===== config.mk =====
export PLATFORM = sky130hd
export DESIGN_NAME = hazard_unit
export DESIGN_NICKNAME = d
export VERILOG_FILES = /design/src/rtl/cpu_types_pkg.sv /design/src/rtl/hazard_perf_counters.sv /design/src/rtl/hazard_unit.sv
export SDC_FILE = /design/constraint.sdc
export NUM_CORES = 1
export LEC_CHECK = 0
export ABC_AREA = 1
export BUFFER_PORTS_ARGS = -buffer_cell sky130_fd_sc_hd__buf_2
export CAP_MARGIN = 20
export CORE_MARGIN = 2
export CORE_UTILIZATION = 60
export CTS_CLUSTER_SIZE = 16
export DETAILED_ROUTE_END_ITERATION = 10
export GPL_ROUTABILITY_DRIVEN = 0
export PLACE_DENSITY = 0.91
export SYNTH_ARGS = -nofsm -noshare
export SYNTH_HDL_FRONTEND = slang
export SYNTH_SLANG_ARGS = --single-unit

===== constraint.sdc =====
create_clock -name CLK -period 4.49 [get_ports CLK]
set_clock_uncertainty 0.05 [all_clocks]
set_input_delay 0.898 -clock CLK [delete_from_list [all_inputs] [get_ports CLK]]
set_output_delay 0.898 -clock CLK [all_outputs]
set_load 0.1 [all_outputs]

===== src/rtl/cpu_types_pkg.sv =====
// Shared CPU types: hazard controller state and performance counter width.
package cpu_types_pkg;

  localparam int unsigned CNT_W_DEFAULT = 32;
  localparam int unsigned REG_W         = 5;

  typedef enum logic [1:0] {
    RUN   = 2'd0,
    DWAIT = 2'd1,
    HALT  = 2'd2
  } hazard_state_t;

endpackage


===== src/rtl/hazard_perf_counters.sv =====
// Wrapping stall and flush event counters for the hazard controller.
module hazard_perf_counters #(
  parameter int unsigned CNT_W = 32
) (
  input  logic             CLK,
  input  logic             nRST,
  input  logic             stall_inc,
  input  logic             flush_inc,
  output logic [CNT_W-1:0] stall_cycles,
  output logic [CNT_W-1:0] flush_count
);

  always_ff @(posedge CLK or negedge nRST) begin
    if (!nRST) begin
      stall_cycles <= '0;
      flush_count  <= '0;
    end else begin
      if (stall_inc) stall_cycles <= stall_cycles + CNT_W'(1);
      if (flush_inc) flush_count  <= flush_count + CNT_W'(1);
    end
  end

endmodule


===== src/rtl/hazard_unit.sv =====
// Stall/flush controller for the five-stage pipeline: resolves cache misses,
// load-use hazards, redirects and halt, and counts stall/flush events.
module hazard_unit
  import cpu_types_pkg::*;
#(
  parameter int unsigned CNT_W = CNT_W_DEFAULT
) (
  input  logic             CLK,
  input  logic             nRST,
  input  logic             ihit,
  input  logic             dhit,
  input  logic             dmemREN_mem,
  input  logic             dmemWEN_mem,
  input  logic             memread_ex,
  input  logic             regwen_ex,
  input  logic [REG_W-1:0] rd_ex,
  input  logic [REG_W-1:0] rs_dec,
  input  logic [REG_W-1:0] rt_dec,
  input  logic             redirect_ex,
  input  logic             halt_wb,
  output logic             pc_en,
  output logic             en_fd,
  output logic             en_de,
  output logic             en_em,
  output logic             en_mw,
  output logic             flush_fd,
  output logic             flush_de,
  output logic             flush_em,
  output logic             halt,
  output logic [CNT_W-1:0] stall_cycles,
  output logic [CNT_W-1:0] flush_count
);

  hazard_state_t state, next_state;
  logic dreq, lu, freeze, flush_inc, stall_inc;

  assign dreq = dmemREN_mem | dmemWEN_mem;
  assign lu   = memread_ex & regwen_ex & (rd_ex != REG_W'(0)) &
                ((rd_ex == rs_dec) | (rd_ex == rt_dec));
  // Once waiting, only dhit releases; redirect and lu are held off until then.
  assign freeze    = (state == DWAIT) ? ~dhit : (dreq & ~dhit);
  assign stall_inc = (state != HALT) & ~pc_en;

  always_ff @(posedge CLK or negedge nRST) begin
    if (!nRST) state <= RUN;
    else       state <= next_state;
  end

  // Priority: halt, data miss, redirect, load-use, instruction miss, run.
  always_comb begin
    next_state = state;
    pc_en      = 1'b0;
    en_fd      = 1'b0;
    en_de      = 1'b0;
    en_em      = 1'b0;
    en_mw      = 1'b0;
    flush_fd   = 1'b0;
    flush_de   = 1'b0;
    flush_em   = 1'b0;
    halt       = 1'b0;
    flush_inc  = 1'b0;
    if (state == HALT || halt_wb) begin
      halt       = 1'b1;
      next_state = HALT;
    end else if (freeze) begin
      next_state = DWAIT;
    end else begin
      next_state = RUN;
      en_em      = 1'b1;
      en_mw      = 1'b1;
      if (redirect_ex) begin
        pc_en     = 1'b1;
        flush_fd  = 1'b1;
        flush_de  = 1'b1;
        flush_inc = 1'b1;
      end else if (lu) begin
        flush_de = 1'b1;
      end else if (!ihit) begin
        flush_fd = 1'b1;
        en_de    = 1'b1;
      end else begin
        pc_en = 1'b1;
        en_fd = 1'b1;
        en_de = 1'b1;
      end
    end
  end

  hazard_perf_counters #(.CNT_W(CNT_W)) u_perf (
    .CLK          (CLK),
    .nRST         (nRST),
    .stall_inc    (stall_inc),
    .flush_inc    (flush_inc),
    .stall_cycles (stall_cycles),
    .flush_count  (flush_count)
  );

endmodule


==> flow_metrics.py, run 1 <==
metrics = {
    "layout": {
        "drive_gt1_share_pct": 18.0,
        "antennaDiodeCount": 0,
        "fillers": 598,
        "syn2layout_area_growth_pct": 17.3,
        "stdcell_count": 870,
        "final_area_sq_um": 5250,
        "post-route-util_pct": 72.3,
        "final_nets": 793,
    },
    "pwr": {
        "switching_share_pct": 37.1,
        "p_leak_nw": 2.80,
        "total_power_mw": 1.64,
        "power_frac_comb_pct": 23.7,
        "power_switching_uw": 610,
        "peakVddDrop_mv": 0.244,
        "seqPwrFrac_pct": 40.6,
        "powerDensity_nw_per_um2": 313,
        "intPower_mw": 1.03,
        "p_clk_share_pct": 35.7,
    },
    "sta": {
        "slew_violations": 0,
        "period_needed_ns": 3.38,
        "max_slew.worst_pin.slew_ns": 0.676,
        "hold_violations": 0,
        "tns_ns": 0,
        "setup_viol": 0,
        "fin_crit_sh_pct": 75.2,
        "rsz0062_at_grt": "false",
        "maxSlewHeadroom_pct": 54.9,
        "clock.fmax_mhz": 296,
    },
    "grt": {
        "grt_pass1_vias": 4648,
        "grt_max_degree": 44,
        "grt_pass1_wl_um": 20800,
        "grt_overflow": 0,
        "grt.total_usage_pct": 30.9,
        "antenna_found_initial": 0,
    },
    "yosys": {
        "syn-num-nets": 700,
        "ys_seq_area_share_pct": 36.9,
        "synthArstFlopShare_pct": 100,
        "synth.area.top_cells": "dfrtp_1 37%, nand2_1 24%, nor2_1 7.2%, xor2_1 5.3%, nand4_1 5.2%",
        "netlist_top_cells_count": "282 x nand2_1, 86 x nor2_1, 66 x dfrtp_1",
        "synth_top_area_share_pct": 36.9,
        "synthDistinctLibCells": 26,
        "yosysWarnings": 0,
        "ys_ff_latch": 66,
        "synth_area_per_cell_sq_um": 6.64,
        "synth_top_cell_by_area": "dfrtp_1",
        "netlist_area_sq_um": 4470,
        "synth_ff_type": "dfrtp_1",
        "synth_cells": 673,
        "synth-edff-count": 0,
        "synth_most_common_cell": "nand2_1",
    },
    "detailed_routing": {
        "ant_nets": 0,
        "route.detailed.drc": 0,
        "vias_per_cell": 5.55,
        "via_count": 4827,
        "avgRoutedWirePerCell_um": 13.9,
        "drt_pass1_iterations": 5,
        "drt_wl_total_um": 12100,
        "drt_iter0_drc": 458,
    },
    "place": {
        "dp_hpwl_um": 8750,
        "placed_cell_area_sq_um": 5020,
        "dp_cells": 854,
        "port-buffer-count": 96,
    },
    "min_path": {
        "hold_class": "register to register",
    },
    "floorplan": {
        "die_w_um": 90.3,
        "die-height_um": 90.3,
        "core-area_sq_um": 7250,
        "pin_count": 98,
        "start_util_pct": 61.6,
        "dieArea_sq_um": 8160,
        "num_rows": 31,
    },
    "worst_setup_path": {
        "worstPathMaxFanout": 35,
        "critPathArrivalTime_ns": 2.43,
        "critPathKind": "primary input to output port",
        "rrSetupSlack_ns": 1.81,
        "cp.required_ns": 3.54,
        "endpoint_kind": "output port",
        "crit_path_start_kind": "primary input",
    },
    "outcome": {
        "status": "finished clean",
    },
    "clocking": {
        "clkSinkCount": 66,
        "h-tree-depth": 3,
        "cts_root_buf": "clkbuf_8",
        "clk_latency_ns": 0.34,
        "cts_resized": 0,
        "cts.clk_slew.worst_paths_ns": 0.07,
        "cts_hold_buf": 0,
        "clock_path_buffers": 2,
        "cts_tree": "yes",
        "postCtsSetupRepairBufs": 0,
        "cts_buffers": 9,
    },
    "flow_run": {
        "cap_viol_max_count": 0,
    },
}
[layer usage]
layer	GRT usage [%]	vias to the layer above	wire length, um
li1	-	2295	-
met5	0	-	0
met4	13.6	0	320
met3	6.34	37	986
met2	52.1	262	5910
met1	38.3	2233	4850
[final cells by class]
class                           count  area [sq um]  area share [%]
Clock buffer                       12           155            2.96
Clock inverter                      4          73.8            1.41
Inverter                           59           221            4.22
Multi-Input combinational cell    530          2510            47.8
Sequential cell                    66          1650            31.5
Tap cell                           99           124            2.36
Timing Repair Buffer              100           510            9.73
[through the flow]
stage               setup WS, ns  hold WS [ns]
floorplan                  0.642         0.534
global placement            1.16         0.447
detailed placement          1.13         0.459
CTS                         1.12         0.470
global route               0.961         0.500
finish                      1.11         0.477
[worst max-delay path, cell delays in order]
cell and delay [ns]:
buf_2 0.10, nor2_1 0.09, o21ai_1 0.07, nand2_1 0.09
nand2_2 0.11, nor2_1 0.20, nand2_4 0.27, nor2_1 0.17
buf_2 0.44
[logic make-up after synthesis]
family | Yosys count | synth area share, %
xor+xnor | 42 | 8.23
simple gates | 469 | 45.4
buf+inv | 77 | 6.94
flops | 66 | 36.9
compound gates | 16 | 1.87
fa+ha+maj | 2 | 0.560
other cells | 1 | 0.0839
[placed cells by master (no fill, tap or decap), drive strengths merged]
master	n
a21oi	2
nand3	21
nor3	14
ha	2
nand3b	15
clkinv	2
o21ai	14
nand4	37
xor2	27
nor2	96
nand2	286
xnor2	15
clkbuf	12
bufinv	2
buf	100
conb	1
inv	59
dfrtp	66
[registers in the layout, indices dropped and copies added, names as in the netlist]
signal and flops:
u_perf.flush_count 32, state 2, u_perf.stall_cycles 32
[power by group through the flow]
stage	Combinational, mW	Sequential [mW]	Clock, mW
2_1_floorplan	0.0881	0.889	0
3_3_place_gp	0.381	0.673	0
3_5_place_dp	0.390	0.676	0
4_1_cts	0.391	0.665	0.590
5_1_grt	0.411	0.671	0.621
6_report	0.390	0.667	0.587
[worst paths after layout]
kind / start / endpoint / cells past startpoint
hold reg to reg: u_perf.flush_count[11] / u_perf.flush_count[11] / 1
hold / removal: u_perf.flush_count[11] / u_perf.flush_count[11] / 1
max in group asynchronous: nRST / u_perf.flush_count[3] / 2
setup / recovery: dmemWEN_mem / en_fd / 9
setup reg to reg: state[1] / u_perf.stall_cycles[12] / 10
min in group asynchronous: nRST / u_perf.stall_cycles[14] / 1
No activity file was read; power rests on OpenSTA's default activity.
==> run 2: changes to the inputs <==
--- a/config.mk
+++ b/config.mk
@@ -9,11 +9,11 @@
 export BUFFER_PORTS_ARGS = -buffer_cell sky130_fd_sc_hd__buf_2
 export CAP_MARGIN = 20
 export CORE_MARGIN = 2
-export CORE_UTILIZATION = 60
+export CORE_UTILIZATION = 55
 export CTS_CLUSTER_SIZE = 16
 export DETAILED_ROUTE_END_ITERATION = 10
 export GPL_ROUTABILITY_DRIVEN = 0
-export PLACE_DENSITY = 0.91
+export PLACE_DENSITY = 0.85
 export SYNTH_ARGS = -nofsm -noshare
 export SYNTH_HDL_FRONTEND = slang
 export SYNTH_SLANG_ARGS = --single-unit
==> constraint.sdc (replaced) <==
create_clock -name CLK -period 3.2 [get_ports CLK]
set_clock_uncertainty 0.05 [all_clocks]
set_input_delay 0.64 -clock CLK [delete_from_list [all_inputs] [get_ports CLK]]
set_output_delay 0.64 -clock CLK [all_outputs]
set_load 0.1 [all_outputs]
==> flow_metrics.py, run 2 (synthesis gave the netlist of run 1 again) <==
metrics = {
    "sta": {
        "slew_violations": 0,
        "max_slew.worst_pin.slew_ns": 0.757,
        "fin_crit_sh_pct": 80.0,
        "maxSlewHeadroom_pct": 49.5,
        "period_needed_ns": 2.56,
        "tns_ns": 0,
        "setup_viol": 0,
        "clock.fmax_mhz": 391,
        "rsz0062_at_grt": "false",
        "hold_violations": 0,
    },
    "layout": {
        "syn2layout_area_growth_pct": 17.9,
        "final_nets": 796,
        "drive_gt1_share_pct": 18.6,
        "antennaDiodeCount": 0,
        "layout.cells.most_common": "nand2_1",
        "post-route-util_pct": 67.5,
        "layout_common_cells": "282 x nand2_1, 94 x buf_2, 85 x nor2_1",
        "top_regs": "u_perf.flush_count: 32 flops, u_perf.stall_cycles: 32 flops, state: 2 flops",
    },
    "clocking": {
        "cts_root_buf": "clkbuf_8",
        "postCtsSetupRepairBufs": 0,
        "clkSinkCount": 66,
        "cts_resized": 0,
        "cts.clk_slew.worst_paths_ns": 0.08,
        "cts_buffers": 9,
        "cts_hold_buf": 0,
        "h-tree-depth": 3,
        "cts_tree": "yes",
        "clk_latency_ns": 0.34,
        "clock_path_buffers": 2,
    },
    "grt": {
        "grt_pass1_vias": 4535,
        "grt_pass1_wl_um": 20000,
        "grt.total_usage_pct": 27.8,
        "antenna_found_initial": 0,
        "grt_overflow": 0,
        "grt_max_degree": 44,
    },
    "worst_setup_path": {
        "critPathKind": "primary input to output port",
        "timing.rr.end": "u_perf.stall_cycles[30]",
        "r2r_start": "u_perf.stall_cycles[0]",
        "crit_path_start_kind": "primary input",
        "cpPeakStageDelay_ns": 0.43,
        "rr_worst_depth": 10,
        "endpoint_kind": "output port",
        "critPathSlowestCell": "buf_2",
        "critPathArrivalTime_ns": 1.87,
        "crit_path_cell_trace": "buf_2 > nor2_1 > o21ai_1 > nand2_1 > nand2_2 > nor2_1 > nand2_4 > nor2_2 > buf_2",
        "worstPathMaxFanout": 5,
        "rrSetupSlack_ns": 1.17,
        "timing.critical_path.from": "dmemWEN_mem",
        "cp-endpoint": "en_fd",
        "cp.required_ns": 2.51,
    },
    "detailed_routing": {
        "route.detailed.drc": 0,
        "via_count": 4734,
        "drt_iter0_drc": 336,
        "vias_per_cell": 5.41,
        "drt_pass1_iterations": 5,
        "ant_nets": 0,
        "avgRoutedWirePerCell_um": 13.6,
        "drt_wl_total_um": 11900,
    },
    "place": {
        "port-buffer-count": 96,
        "dp_hpwl_um": 8740,
    },
    "pwr": {
        "total_power_mw": 2.19,
        "p_leak_nw": 2.79,
        "powerDensity_nw_per_um2": 416,
        "peakVddDrop_mv": 0.304,
    },
    "floorplan": {
        "num_rows": 32,
        "pin_count": 98,
        "die_w_um": 94.2,
        "die-height_um": 94.2,
        "start_util_pct": 57.3,
        "core-area_sq_um": 7810,
        "dieArea_sq_um": 8870,
    },
    "min_path": {
        "hold_class": "primary input to async pin",
    },
    "flow_run": {
        "cap_viol_max_count": 0,
    },
    "outcome": {
        "status": "finished clean",
    },
}
==> run 2: cell count changes in the layout (fill, tap and decap cells not counted), moves of 2 or more <==
cell	before	now
clkinvlp_4	0	2
buf_2	96	94
buf_4	4	7
buf_12	0	2
==> run 2: metal layers <==
metal	track usage [%]	routed length [um]	vias to the layer above	part of all wire, %
met1	35.2	5060	2201	43
li1	-	-	2302	-
met5	0	0	-	0
met3	4.41	781	28	6.6
met2	47.6	5800	203	49
met4	10.6	258	0	2.2
==> run 2: how the worst min path moves through the flow <==
| stage | to | from | cells past startpoint | slack (ns) |
|---|---|---|---|---|
| floorplan | state[0] | nRST | 0 | 0.29 |
| global placement | u_perf.flush_count[11] | u_perf.flush_count[11] | 1 | 0.45 |
| detailed placement | u_perf.flush_count[11] | u_perf.flush_count[11] | 1 | 0.45 |
| CTS | u_perf.stall_cycles[13] | nRST | 1 | 0.34 |
| global route | u_perf.stall_cycles[31] | nRST | 1 | 0.37 |
| finish | u_perf.stall_cycles[13] | nRST | 1 | 0.31 |
==> run 2: layout make-up <==
class | instances | area [sq um]
sequential | 66 | 1650
clock buffer | 10 | 138
inverter | 59 | 221
timing repair buffer | 103 | 563
clock inverter | 5 | 55.1
fill | 663 | 2540
multi-input combinational | 530 | 2510
tap | 102 | 128
==> run 2: critical path, delay by kind of cell <==
kind	cells	cell delay, ns
simple gates	6	0.63
buf+inv	2	0.52
compound gates	1	0.07
==> run 2: power by group <==
group	switching [mW]	internal [mW]	leakage [nW]
clock	0.338	0.374	0.0941
sequential	0.0589	0.876	0.861
combinational	0.452	0.0926	1.84
==> run 2: per-stage QoR <==
| step | instances | setup slack, ns | hold WS (ns) | instance area [sq um] |
|---|---|---|---|---|
| global route | 875 | 0.524 | 0.368 | 5270 |
| CTS | 875 | 0.633 | 0.339 | 5270 |
| detailed placement | 860 | 0.625 | 0.455 | 5080 |
| global placement | 860 | 0.697 | 0.454 | 5080 |
| finish | 875 | 0.640 | 0.309 | 5270 |
| floorplan | 673 | 0.0956 | 0.294 | 4480 |
